$ cat src/rtl/grip_pkg.sv
// Shared definitions for the glove haptic/flex paths: buzz FSM state encoding,
// default PWM width and a small constant helper.
package grip_pkg;

    typedef enum logic [1:0] {
        ST_IDLE = 2'd0,
        ST_ON   = 2'd1,
        ST_OFF  = 2'd2
    } grip_state_e;

    localparam int GRIP_PWM_BITS = 4;

    function automatic int grip_max(input int a, input int b);
        return (a > b) ? a : b;
    endfunction

endpackage

$ cat src/rtl/tick_gen.sv
// Restartable prescaler: pulses tick for one cycle every TICK_DIV clocks,
// counting from zero again whenever clear is asserted.
module tick_gen #(
    parameter int TICK_DIV = 27000
) (
    input  logic clk,
    input  logic reset,
    input  logic clear,
    output logic tick
);

    localparam int CW = (TICK_DIV > 1) ? $clog2(TICK_DIV) : 1;
    localparam logic [CW-1:0] CNT_LAST = CW'(TICK_DIV - 1);

    logic [CW-1:0] cnt_q;
    logic [CW-1:0] cnt_d;

    always_comb begin
        cnt_d = cnt_q + CW'(1);
        if (clear || (cnt_q == CNT_LAST)) begin
            cnt_d = '0;
        end
    end

    always_ff @(posedge clk or posedge reset) begin
        if (reset) begin
            cnt_q <= '0;
        end else begin
            cnt_q <= cnt_d;
        end
    end

    assign tick = (cnt_q == CNT_LAST);

endmodule

$ cat src/rtl/grip_haptic_driver.sv
// Vibration-motor driver: plays a single PWM buzz on grab and a multi-buzz
// pattern on slip, with slip able to restart a pattern already in progress.
module grip_haptic_driver
    import grip_pkg::*;
#(
    parameter int TICK_DIV    = 27000,
    parameter int BUZZ_TICKS  = 60,
    parameter int GAP_TICKS   = 40,
    parameter int SLIP_PULSES = 3,
    parameter int PWM_BITS    = GRIP_PWM_BITS
) (
    input  logic                clk,
    input  logic                reset,
    input  logic                grab_evt,
    input  logic                slip_evt,
    input  logic [PWM_BITS-1:0] duty,
    output logic                motor_out,
    output logic                busy
);

    localparam int PW = $clog2(grip_max(BUZZ_TICKS, GAP_TICKS) + 1);
    localparam int QW = $clog2(SLIP_PULSES + 1);
    localparam logic [PW-1:0] BUZZ_LAST = PW'(BUZZ_TICKS - 1);
    localparam logic [PW-1:0] GAP_LAST  = PW'(GAP_TICKS - 1);

    grip_state_e         state_q, state_d;
    logic [QW-1:0]       pulses_q, pulses_d;
    logic [PW-1:0]       phase_q, phase_d;
    logic [PWM_BITS-1:0] pwm_q, pwm_d;
    logic [PWM_BITS-1:0] duty_q, duty_d;
    logic                motor_out_q, motor_out_d;

    logic tick;
    logic phase_clear;
    logic start_slip;
    logic start_grab;
    logic on_end;
    logic off_end;

    tick_gen #(
        .TICK_DIV (TICK_DIV)
    ) u_tick_gen (
        .clk   (clk),
        .reset (reset),
        .clear (phase_clear),
        .tick  (tick)
    );

    // A phase ends on the tick that completes its last tick period.
    assign on_end  = tick && (state_q == ST_ON)  && (phase_q == BUZZ_LAST);
    assign off_end = tick && (state_q == ST_OFF) && (phase_q == GAP_LAST);

    always_ff @(posedge clk or posedge reset) begin
        if (reset) begin
            state_q     <= ST_IDLE;
            pulses_q    <= '0;
            phase_q     <= '0;
            pwm_q       <= '0;
            duty_q      <= '0;
            motor_out_q <= 1'b0;
        end else begin
            state_q     <= state_d;
            pulses_q    <= pulses_d;
            phase_q     <= phase_d;
            pwm_q       <= pwm_d;
            duty_q      <= duty_d;
            motor_out_q <= motor_out_d;
        end
    end

    always_comb begin
        state_d     = state_q;
        pulses_d    = pulses_q;
        phase_d     = phase_q;
        pwm_d       = pwm_q + PWM_BITS'(1);
        duty_d      = duty_q;
        phase_clear = 1'b0;
        start_slip  = 1'b0;
        start_grab  = 1'b0;

        if (tick && (state_q != ST_IDLE)) begin
            phase_d = phase_q + PW'(1);
        end

        unique case (state_q)
            ST_IDLE: begin
                pwm_d   = '0;
                phase_d = '0;
                if (slip_evt) begin
                    start_slip = 1'b1;
                end else if (grab_evt) begin
                    start_grab = 1'b1;
                end
            end
            ST_ON: begin
                if (slip_evt) begin
                    start_slip = 1'b1;
                end else if (on_end) begin
                    pulses_d = pulses_q - QW'(1);
                    if (pulses_q == QW'(1)) begin
                        // Last buzz done: no trailing gap, and a grab on this edge starts anew.
                        if (grab_evt) begin
                            start_grab = 1'b1;
                        end else begin
                            state_d = ST_IDLE;
                            phase_d = '0;
                            pwm_d   = '0;
                        end
                    end else begin
                        state_d     = ST_OFF;
                        phase_d     = '0;
                        pwm_d       = '0;
                        phase_clear = 1'b1;
                    end
                end
            end
            ST_OFF: begin
                if (slip_evt) begin
                    start_slip = 1'b1;
                end else if (off_end) begin
                    state_d     = ST_ON;
                    phase_d     = '0;
                    pwm_d       = '0;
                    phase_clear = 1'b1;
                end
            end
            default: begin
                state_d = ST_IDLE;
            end
        endcase

        if (start_slip || start_grab) begin
            state_d     = ST_ON;
            duty_d      = duty;
            pulses_d    = start_slip ? QW'(SLIP_PULSES) : QW'(1);
            phase_d     = '0;
            pwm_d       = '0;
            phase_clear = 1'b1;
        end
    end

    // Compare against next-cycle values so the drive lines up with the ON window.
    always_comb begin
        motor_out_d = (state_d == ST_ON) && (pwm_d < duty_d);
        busy        = (state_q != ST_IDLE);
        motor_out   = motor_out_q;
    end

endmodule

$ cat config.mk
export PLATFORM = sky130hd
export DESIGN_NAME = grip_haptic_driver
export DESIGN_NICKNAME = d
export VERILOG_FILES = /design/src/rtl/grip_pkg.sv /design/src/rtl/tick_gen.sv /design/src/rtl/grip_haptic_driver.sv
export SDC_FILE = /design/constraint.sdc
export NUM_CORES = 1
export LEC_CHECK = 0
export CAP_MARGIN = 20
export CELL_PAD_IN_SITES_DETAIL_PLACEMENT = 1
export CELL_PAD_IN_SITES_GLOBAL_PLACEMENT = 1
export CORE_AREA = 2 2 79 81
export CTS_BUF_LIST = sky130_fd_sc_hd__clkbuf_4 sky130_fd_sc_hd__clkbuf_8 sky130_fd_sc_hd__clkbuf_16
export CTS_CLUSTER_SIZE = 14
export DETAILED_ROUTE_END_ITERATION = 16
export DIE_AREA = 0 0 81 83
export MAX_ROUTING_LAYER = met4
export PLACE_DENSITY_LB_ADDON = 0.1
export RECOVER_POWER = 50
export SYNTH_ARGS = -nofsm -noshare
export SYNTH_HDL_FRONTEND = slang
export SYNTH_HIERARCHICAL = 1
export SYNTH_SLANG_ARGS = --single-unit
$ cat constraint.sdc
create_clock -name clk -period 6.55 [get_ports clk]
set_clock_uncertainty 0.05 [all_clocks]
set_input_delay 1.965 -clock clk [delete_from_list [all_inputs] [get_ports clk]]
set_output_delay 1.965 -clock clk [all_outputs]
set_load 0.005 [all_outputs]
==> results_dict.tcl, run 1 <==
set metrics [dict create \
    setup_ws_ps 1980 \
    min_from "u_tick_gen/cnt_q[0]" \
    power_leakage_nw 0.935 \
    crit_path_max_incr_delay_ps 520 \
    syn-cell-area_um2 1980 \
    syn_inst 193 \
    dp_worst_setup_slack_ps 1670 \
    viasPerCell 5.14 \
    crit_path_end_kind "flop" \
    period_minus_slack_ps 4570 \
    synthDistinctLibCells 54 \
    p_per_area_nw_per_um2 214 \
    area_growth_pct 12.9 \
    coreArea_um2 5820 \
    rr_endpoint "motor_out" \
    critical_path_class "input pin to flop" \
    antenna_left 0 \
    worst_r2r_path_depth 12 \
    detail_route.wl_per_cell_um 15.7 \
    slew_headroom 0.390 \
    synth.avg_cell_area_um2 10.3 \
    hold_depth 1 \
    clock_sinks 34 \
    synth_async_sr_flop_share 1.00 \
    drc 0 \
    clockBufferDepth 2 \
    period_share 0.698 \
    ys_ff_latch 34 \
    fp.dieW_um 81 \
    antenna_found_initial 0 \
    fin_hold_ws_ps 420 \
    cp_num_buf_inv 2 \
    die_h_um 83 \
    fin_nets 224 \
    clk_latency_ps 290 \
    max_freq_mhz 219 \
    crit_chain "clkdlybuf4s50_1 -> nand4b_2 -> o31a_2 -> o311ai_1 -> buf_4 -> nor2_1 -> ha_1 -> a21o_1 -> a21oi_1 -> o311ai_1 -> a211oi_2" \
    vias 1445 \
    synth_edf_count 0 \
    cp.required_ps 6710 \
    initial_utilization 0.341 \
    initialDrtViolationCount 66 \
    yosys.area.top_type_share 0.429 \
    grt_setup_unrepaired "no" \
    hold_path_class "flop to flop" \
    cp-start-kind "input pin" \
    grt_use_total 0.153 \
    synth_warnings 6 \
    cts_setup_buffers 0 \
    r2r_start "u_tick_gen/cnt_q[0]" \
    syn_nets 212 \
    hold_buffers 0 \
    num-fill-cells 670 \
    num_io_pins 10 \
    clockRootBuffer "clkbuf_8" \
    fin_area_um2 2240 \
    setup_violations 0 \
    status "finished clean" \
    yosysTopAreaCell "dfrtp_1" \
    arrival_ps 4730 \
    min_to "u_tick_gen/cnt_q[0]" \
    place_area_um2 2120 \
    hold_violations 0 \
    dieArea_um2 6720 \
    gr-total-overflow 0 \
    gp_congestion 0.901 \
    dr.pass1.iters 4 \
    postCtsResizedCells 0 \
    ir_worst_vdd_mv 0.0969 \
    yosysSeqAreaShare 0.429 \
    wl_um 4420 \
    cp_max_fo 11 \
    cts_tree "built" \
    grt_start_max_net_pins 20 \
    cp_slowest_cell "clkdlybuf4s50_1" \
    final_layout_size_suffix_gt1_frac 0.155 \
    ys.flop_type "dfrtp_1" \
    startpoint "slip_evt" \
    r2r_slack_ps 2860 \
    crit_top_cell "o311ai_1" \
    num_rows 28 \
    synth.area.top_cells "dfrtp_1 (43%), ha_1 (6.9%), xnor2_1 (6.2%)" \
    htreeDepth 2 \
    cts.clk_slew.worst_paths_ps 80 \
    grt_pass1_vias 1596 \
    hpwl_um 3220 \
    tns_ps 0 \
    portBuffers 9 \
    tightest_slew_ps 915 \
    diodes 0 \
    crit_family "compound AO/OA/AOI/OAI gates" \
    drv_slew 0 \
    numCtsBuffers 5 \
    drv_cap 0 \
    grt_pass1_wl_um 7760 \
]
[layout by cell type (no fill, tap or decap), types with 6 or more instances in the layout]
cell              n
dfrtp_1          34
nor2_1           27
xnor2_1          14
nand2_1          12
ha_1             11
inv_1             9
nand3_1           8
clkdlybuf4s50_1   7
xor2_1            6
[registers in the layout, indices dropped and copies added, names as in the netlist]
register and count:
pulses_q 2, motor_out 1, state_q 2, u_tick_gen/cnt_q 15
duty_q 4, phase_q 6, pwm_q 4
[report_power, final]
group / leakage [nW] / switching (mW) / internal, mW
clock network: 0.0548 / 0.0793 / 0.118
logic: 0.438 / 0.0310 / 0.0263
registers: 0.442 / 0.00700 / 0.219
total: 0.935 / 0.117 / 0.363
[Yosys cell counts (2+ instances only)]
cell type	n
o21ai_0	3
inv_2	3
nor3_1	5
nor4_1	3
or3_1	2
a21oi_1	4
nand3_1	8
and3_1	2
nor2_2	4
dfrtp_1	34
ha_1	11
inv_1	9
o311ai_1	2
nand4bb_1	2
nor2_1	27
a31oi_1	2
nand4_1	4
mux2i_2	3
nand2_1	12
xor2_1	6
xnor2_1	14
[worst max-delay path by stage]
stage	end	slack (ps)	depth (start not counted)
after floorplan	motor_out	2420	10
after global placement	motor_out	1800	11
after detailed placement	motor_out	1670	11
after CTS	motor_out	1990	11
after global routing	motor_out	1790	11
final	motor_out	1980	11
[metal layers]
metal / up-vias / global-route usage / routed length (um) / share of wire
met4: 0 / 0.0663 / 94 / 0.021
li1: 693 / - / - / -
met5: - / - / 0 / 0
met3: 8 / 0.0413 / 131 / 0.030
met1: 726 / 0.172 / 1930 / 0.44
met2: 18 / 0.252 / 2260 / 0.51
[kinds of logic after synthesis]
| logic type | after synthesis | synth area share |
|---|---|---|
| AO/OA/AOI/OAI | 21 | 0.0770 |
| multiplexers | 6 | 0.0429 |
| flip-flops | 34 | 0.429 |
| AND/OR/NAND/NOR | 84 | 0.246 |
| buffers and inverters | 17 | 0.0473 |
| XOR/XNOR | 20 | 0.0884 |
| adder cells (fa/ha/maj) | 11 | 0.0694 |
[stage by stage]
stage / power (mW) / std cells / util
6_report: 0.480 / 281 / 0.385
5_1_grt: 0.507 / 281 / 0.385
4_1_cts: 0.489 / 281 / 0.385
3_5_place_dp: 0.288 / 273 / 0.365
3_3_place_gp: 0.285 / 273 / 0.365
2_1_floorplan: 0.269 / 193 / -
[layout make-up]
| type | instances | area, um^2 | area share |
|---|---|---|---|
| multi-input combinational | 142 | 1040 | 0.463 |
| tap | 75 | 93.8 | 0.0419 |
| timing repair buffer | 10 | 97.6 | 0.0436 |
| clock buffer | 6 | 76.3 | 0.0341 |
| inverter | 12 | 45.0 | 0.0201 |
| clock inverter | 2 | 37.5 | 0.0168 |
| sequential | 34 | 851 | 0.380 |
No activity file was read; power rests on OpenSTA's default activity.
==> run 2: changes to the inputs <==
==> constraint.sdc (replaced) <==
create_clock -name clk -period 3.95 [get_ports clk]
set_clock_uncertainty 0.05 [all_clocks]
set_input_delay 1.185 -clock clk [delete_from_list [all_inputs] [get_ports clk]]
set_output_delay 1.185 -clock clk [all_outputs]
set_load 0.005 [all_outputs]
==> run 2 against run 1 <==
Effect of this change: setup slack worse by 1600 ps; utilization increased by 0.88 points; clock power rose by 64%; largest power group unchanged; combinational power grew 70%; routed wire length decreased by 2.3%; sequential power grew 65%; register-to-register slack worse by 2400 ps.
==> results_dict.tcl, run 2 (synthesized netlist as in run 1, its figures left out) <==
set metrics [dict create \
    largest_reg_flops 15 \
    cp_max_fo 5 \
    diodes 0 \
    numCtsBuffers 5 \
    clock_sinks 34 \
    postCtsResizedCells 0 \
    top_regs "u_tick_gen/cnt_q (15), phase_q (6)" \
    fin_nets 231 \
    vias 1437 \
    tightest_slew_ps 774 \
    period_minus_slack_ps 3580 \
    hold_path_class "flop to flop" \
    wl_um 4320 \
    rr_endpoint "motor_out" \
    grt_setup_unrepaired "no" \
    arrival_ps 3730 \
    final_cell_mix "dfrtp_1 (34), nor2_1 (27), xnor2_1 (14)" \
    grt_pass1_wl_um 7690 \
    num-fill-cells 691 \
    viasPerCell 5.01 \
    final_common_cell "dfrtp_1" \
    cp-start-kind "input pin" \
    post-route-util 0.394 \
    critical_path_class "input pin to flop" \
    place_area_um2 2180 \
    slew_headroom 0.483 \
    cts_tree "built" \
    final_layout_size_suffix_gt1_frac 0.179 \
    hold_violations 0 \
    multi_input_area_um2 1040 \
    max_freq_mhz 279 \
    die_h_um 83 \
    hpwl_um 3370 \
    initialDrtViolationCount 49 \
    setup_ws_ps 370 \
    grt_start_max_net_pins 20 \
    min_to "u_tick_gen/cnt_q[0]" \
    clockRootBuffer "clkbuf_8" \
    r2r_slack_ps 440 \
    fp.dieW_um 81 \
    crit_path_end_kind "flop" \
    fin_area_um2 2290 \
    power_leakage_nw 0.969 \
    clk_latency_ps 280 \
    antenna_left 0 \
    drc 0 \
    num_rows 28 \
    hold_buffers 0 \
    period_share 0.906 \
    htreeDepth 2 \
    register_area_um2 851 \
    status "finished clean" \
    hold_depth 1 \
    cp.required_ps 4100 \
    final_cells 287 \
    area_growth_pct 15.5 \
    setup_violations 0 \
    dr.pass1.iters 4 \
    clockBufferDepth 2 \
    initial_utilization 0.341 \
    cts_setup_buffers 0 \
    dpl.cell_count 280 \
    worst_r2r_path_depth 12 \
    drv_slew 0 \
    coreArea_um2 5820 \
    p_per_area_nw_per_um2 347 \
    gp_congestion 0.909 \
    cts.clk_slew.worst_paths_ps 70 \
    r2r_start "u_tick_gen/cnt_q[0]" \
    grt_pass1_vias 1591 \
    antenna_found_initial 0 \
    gr-total-overflow 0 \
    dieArea_um2 6720 \
    grt_use_total 0.152 \
    num_io_pins 10 \
    top_register "u_tick_gen/cnt_q" \
    tns_ps 0 \
    portBuffers 9 \
    ir_worst_vdd_mv 0.144 \
    detail_route.wl_per_cell_um 15.0 \
    drv_cap 0 \
    dp_worst_setup_slack_ps 80.2 \
    min_from "u_tick_gen/cnt_q[0]" \
]
## run 2: cell count changes in the layout (fill, tap and decap cells not counted), sizes merged
cell      previous run  this run
buf                  1         8
clkinvlp             1         0
## run 2: worst max path at each step
| stage | from | slack (ps) | endpoint | cells past startpoint |
|---|---|---|---|---|
| after floorplan | slip_evt | 600 | motor_out | 10 |
| after global placement | grab_evt | 120 | motor_out | 11 |
| after detailed placement | slip_evt | 80 | motor_out | 11 |
| after CTS | slip_evt | 360 | motor_out | 11 |
| after global routing | u_tick_gen/cnt_q[0] | 130 | motor_out | 12 |
| final | slip_evt | 370 | motor_out | 11 |
## run 2: metal layers
| layer | vias to the layer above | wire length [um] | GRT usage |
|---|---|---|---|
| met5 | - | 0 | - |
| met4 | 0 | 59 | 0.0462 |
| met3 | 7 | 74 | 0.0359 |
| met2 | 7 | 2270 | 0.254 |
| met1 | 716 | 1910 | 0.178 |
| li1 | 707 | - | - |
## run 2: critical path, stage by stage
cell	delay, ps
clkdlybuf4s50_1	470
nand4b_2	240
o31a_2	310
o311ai_1	300
buf_4	190
nor2_1	60
ha_1	300
a21o_1	180
a21oi_1	130
o311ai_1	130
a211oi_2	230
## run 2: report_power, final
part,internal (mW),switching (mW)
Combinational,0.0464,0.0514
Clock,0.202,0.123
Sequential,0.363,0.0101
Total,0.611,0.184
## run 2: cell type report
type | count | share of cell area
clock buffers | 6 | 0.0361
clock inverters | 1 | 0.0131
inverters | 12 | 0.0197
multi-input cells | 142 | 0.453
flip-flops and latches | 34 | 0.372
well taps | 75 | 0.0410
repair buffers | 17 | 0.0656
## run 2: per-stage QoR
stage | power (mW) | hold slack, ps
global route | 0.838 | 454
floorplan | 0.447 | 388
detailed placement | 0.480 | 411
global placement | 0.479 | 412
finish | 0.795 | 420
CTS | 0.809 | 424
==> run 3: changes to the inputs <==
--- a/config.mk
+++ b/config.mk
@@ -5,17 +5,17 @@
 export SDC_FILE = /design/constraint.sdc
 export NUM_CORES = 1
 export LEC_CHECK = 0
-export CAP_MARGIN = 20
+export CAP_MARGIN = 10
 export CELL_PAD_IN_SITES_DETAIL_PLACEMENT = 1
 export CELL_PAD_IN_SITES_GLOBAL_PLACEMENT = 1
 export CORE_AREA = 2 2 79 81
 export CTS_BUF_LIST = sky130_fd_sc_hd__clkbuf_4 sky130_fd_sc_hd__clkbuf_8 sky130_fd_sc_hd__clkbuf_16
-export CTS_CLUSTER_SIZE = 14
 export DETAILED_ROUTE_END_ITERATION = 16
 export DIE_AREA = 0 0 81 83
 export MAX_ROUTING_LAYER = met4
 export PLACE_DENSITY_LB_ADDON = 0.1
 export RECOVER_POWER = 50
+export REMOVE_ABC_BUFFERS = 1
 export SYNTH_ARGS = -nofsm -noshare
 export SYNTH_HDL_FRONTEND = slang
 export SYNTH_HIERARCHICAL = 1
==> run 3 against run 2 <==
Effect of this change: cell count shrank 0.35%; sequential power barely moved; largest power group unchanged; flip-flop and latch count unchanged; die area unchanged; maximum frequency rose by 0.19%; register-to-register slack gained 80 ps; critical path depth down 1; global-route usage shrank 0.13 points; clock power up 2%; via count is 3.0% higher; utilization decreased by 0.24 points; critical path type unchanged; power increased by 0.65%.
==> results_dict.tcl, run 3 (synthesized netlist as in run 1, its figures left out) <==
set metrics [dict create \
    place_area_um2 2160 \
    area_growth_pct 14.8 \
    cp_slowest_cell "clkdlybuf4s50_1" \
    period_minus_slack_ps 3570 \
    largest_reg_flops 15 \
    wl_um 4380 \
    cts.clk_slew.worst_paths_ps 80 \
    detail_route.wl_per_cell_um 15.3 \
    gr-total-overflow 0 \
    cts_setup_buffers 0 \
    grt_use_total 0.150 \
    top_layer "met4" \
    cp.required_ps 4120 \
    critical_path_class "input pin to flop" \
    dr.pass1.iters 4 \
    grt_pass1_wl_um 7600 \
    crit_path_end_kind "flop" \
    dp_worst_setup_slack_ps 78.3 \
    numCtsBuffers 5 \
    status "finished clean" \
    clockBufferDepth 2 \
    crit_chain "clkdlybuf4s50_1 -> nand2_1 -> or4_4 -> and2_4 -> mux2i_2 -> ha_1 -> a21o_1 -> a21oi_1 -> o311ai_1 -> a211oi_2" \
    hold_buffers 0 \
    max_freq_mhz 280 \
    clockRootBuffer "clkbuf_8" \
    fin_nets 229 \
    register_area_um2 851 \
    wl_met3_um 115 \
    drc 0 \
    hpwl_um 3270 \
    finalPower_mw 0.800 \
    antenna_found_initial 0 \
    num_io_pins 10 \
    cts_tree "built" \
    tightest_slew_ps 778 \
    final_common_cell "dfrtp_1" \
    cp-start-kind "input pin" \
    fin_area_um2 2280 \
    grt_setup_unrepaired "no" \
    initialDrtViolationCount 32 \
    drv_cap 0 \
    crit_path_max_incr_delay_ps 570 \
    setup_ws_ps 376 \
    cp_max_fo 6 \
    htreeDepth 2 \
    multi_input_area_um2 1040 \
    slew_headroom 0.481 \
    hold_path_class "flop to flop" \
    dieArea_um2 6720 \
    initial_utilization 0.341 \
    p_per_area_nw_per_um2 352 \
    gp_congestion 0.835 \
    viasPerCell 5.17 \
    top_regs "u_tick_gen/cnt_q (15), phase_q (6)" \
    vias 1480 \
    final_cell_mix "dfrtp_1 (34), nor2_1 (27), xnor2_1 (14)" \
    fp.dieW_um 81 \
    die_h_um 83 \
    post-route-util 0.391 \
    setup_violations 0 \
    ir_worst_vdd_mv 0.142 \
    num-fill-cells 692 \
    num_rows 28 \
    clk_latency_ps 290 \
    coreArea_um2 5820 \
    hold_violations 0 \
    diodes 0 \
    grt_start_max_net_pins 20 \
    grt_pass1_vias 1543 \
    antenna_left 0 \
    postCtsResizedCells 0 \
    clock_sinks 34 \
    top_register "u_tick_gen/cnt_q" \
    drv_slew 0 \
    portBuffers 9 \
    power_leakage_nw 0.952 \
    met2_length_um 2250 \
    period_share 0.905 \
    final_layout_size_suffix_gt1_frac 0.175 \
    tns_ps 0 \
    arrival_ps 3740 \
    met1Wirelength_um 1920 \
]
## run 3: cell types whose count changed in the layout (fill, tap and decap cells not counted), sizes merged
| cell | before | now |
|---|---|---|
| clkinvlp | 0 | 2 |
| clkbuf | 6 | 5 |
| buf | 8 | 6 |
## run 3: final cells by class
cell class,count,share of cell area
Multi-Input combinational cell,142,0.456
Tap cell,75,0.0412
Clock inverter,3,0.0198
Sequential cell,34,0.374
Clock buffer,5,0.0302
Timing Repair Buffer,15,0.0594
Inverter,12,0.0198
## run 3: power breakdown
part           internal (mW)  leakage [nW]  switching (mW)
logic                 0.0458         0.460          0.0523
registers              0.363         0.442          0.0103
clock network          0.188        0.0504           0.142
total                  0.596         0.952           0.204
## run 3: final timing paths
check                                      end  cells after the start  slack (ps)                start
max reg2reg                          motor_out                     13         520  u_tick_gen/cnt_q[0]
max in group asynchronous           phase_q[1]                      2        1910                reset
max                                  motor_out                     10         380             grab_evt
min reg2reg                u_tick_gen/cnt_q[0]                      1         420  u_tick_gen/cnt_q[0]
min                        u_tick_gen/cnt_q[0]                      1         420  u_tick_gen/cnt_q[0]
min in group asynchronous  u_tick_gen/cnt_q[6]                      2        1360                reset
## run 3: metal layers
metal,track usage,up-vias
li1,-,712
met1,0.180,741
met2,0.240,18
met3,0.0359,9
met4,0.0601,0
met5,-,-
## run 3: critical path, delay by kind of cell
kind,cells,cell delay (ps)
and+or+nand+nor,3,790
AOI/OAI and AO/OA,4,670
buffers and inverters,1,570
adders and majority gates,1,300
muxes,1,230
## run 3: stage by stage
| stage | hold WS, ps | cells |
|---|---|---|
| floorplan | 393 | 188 |
| global placement | 410 | 278 |
| detailed placement | 411 | 278 |
| CTS | 422 | 286 |
| global route | 452 | 286 |
| finish | 419 | 286 |
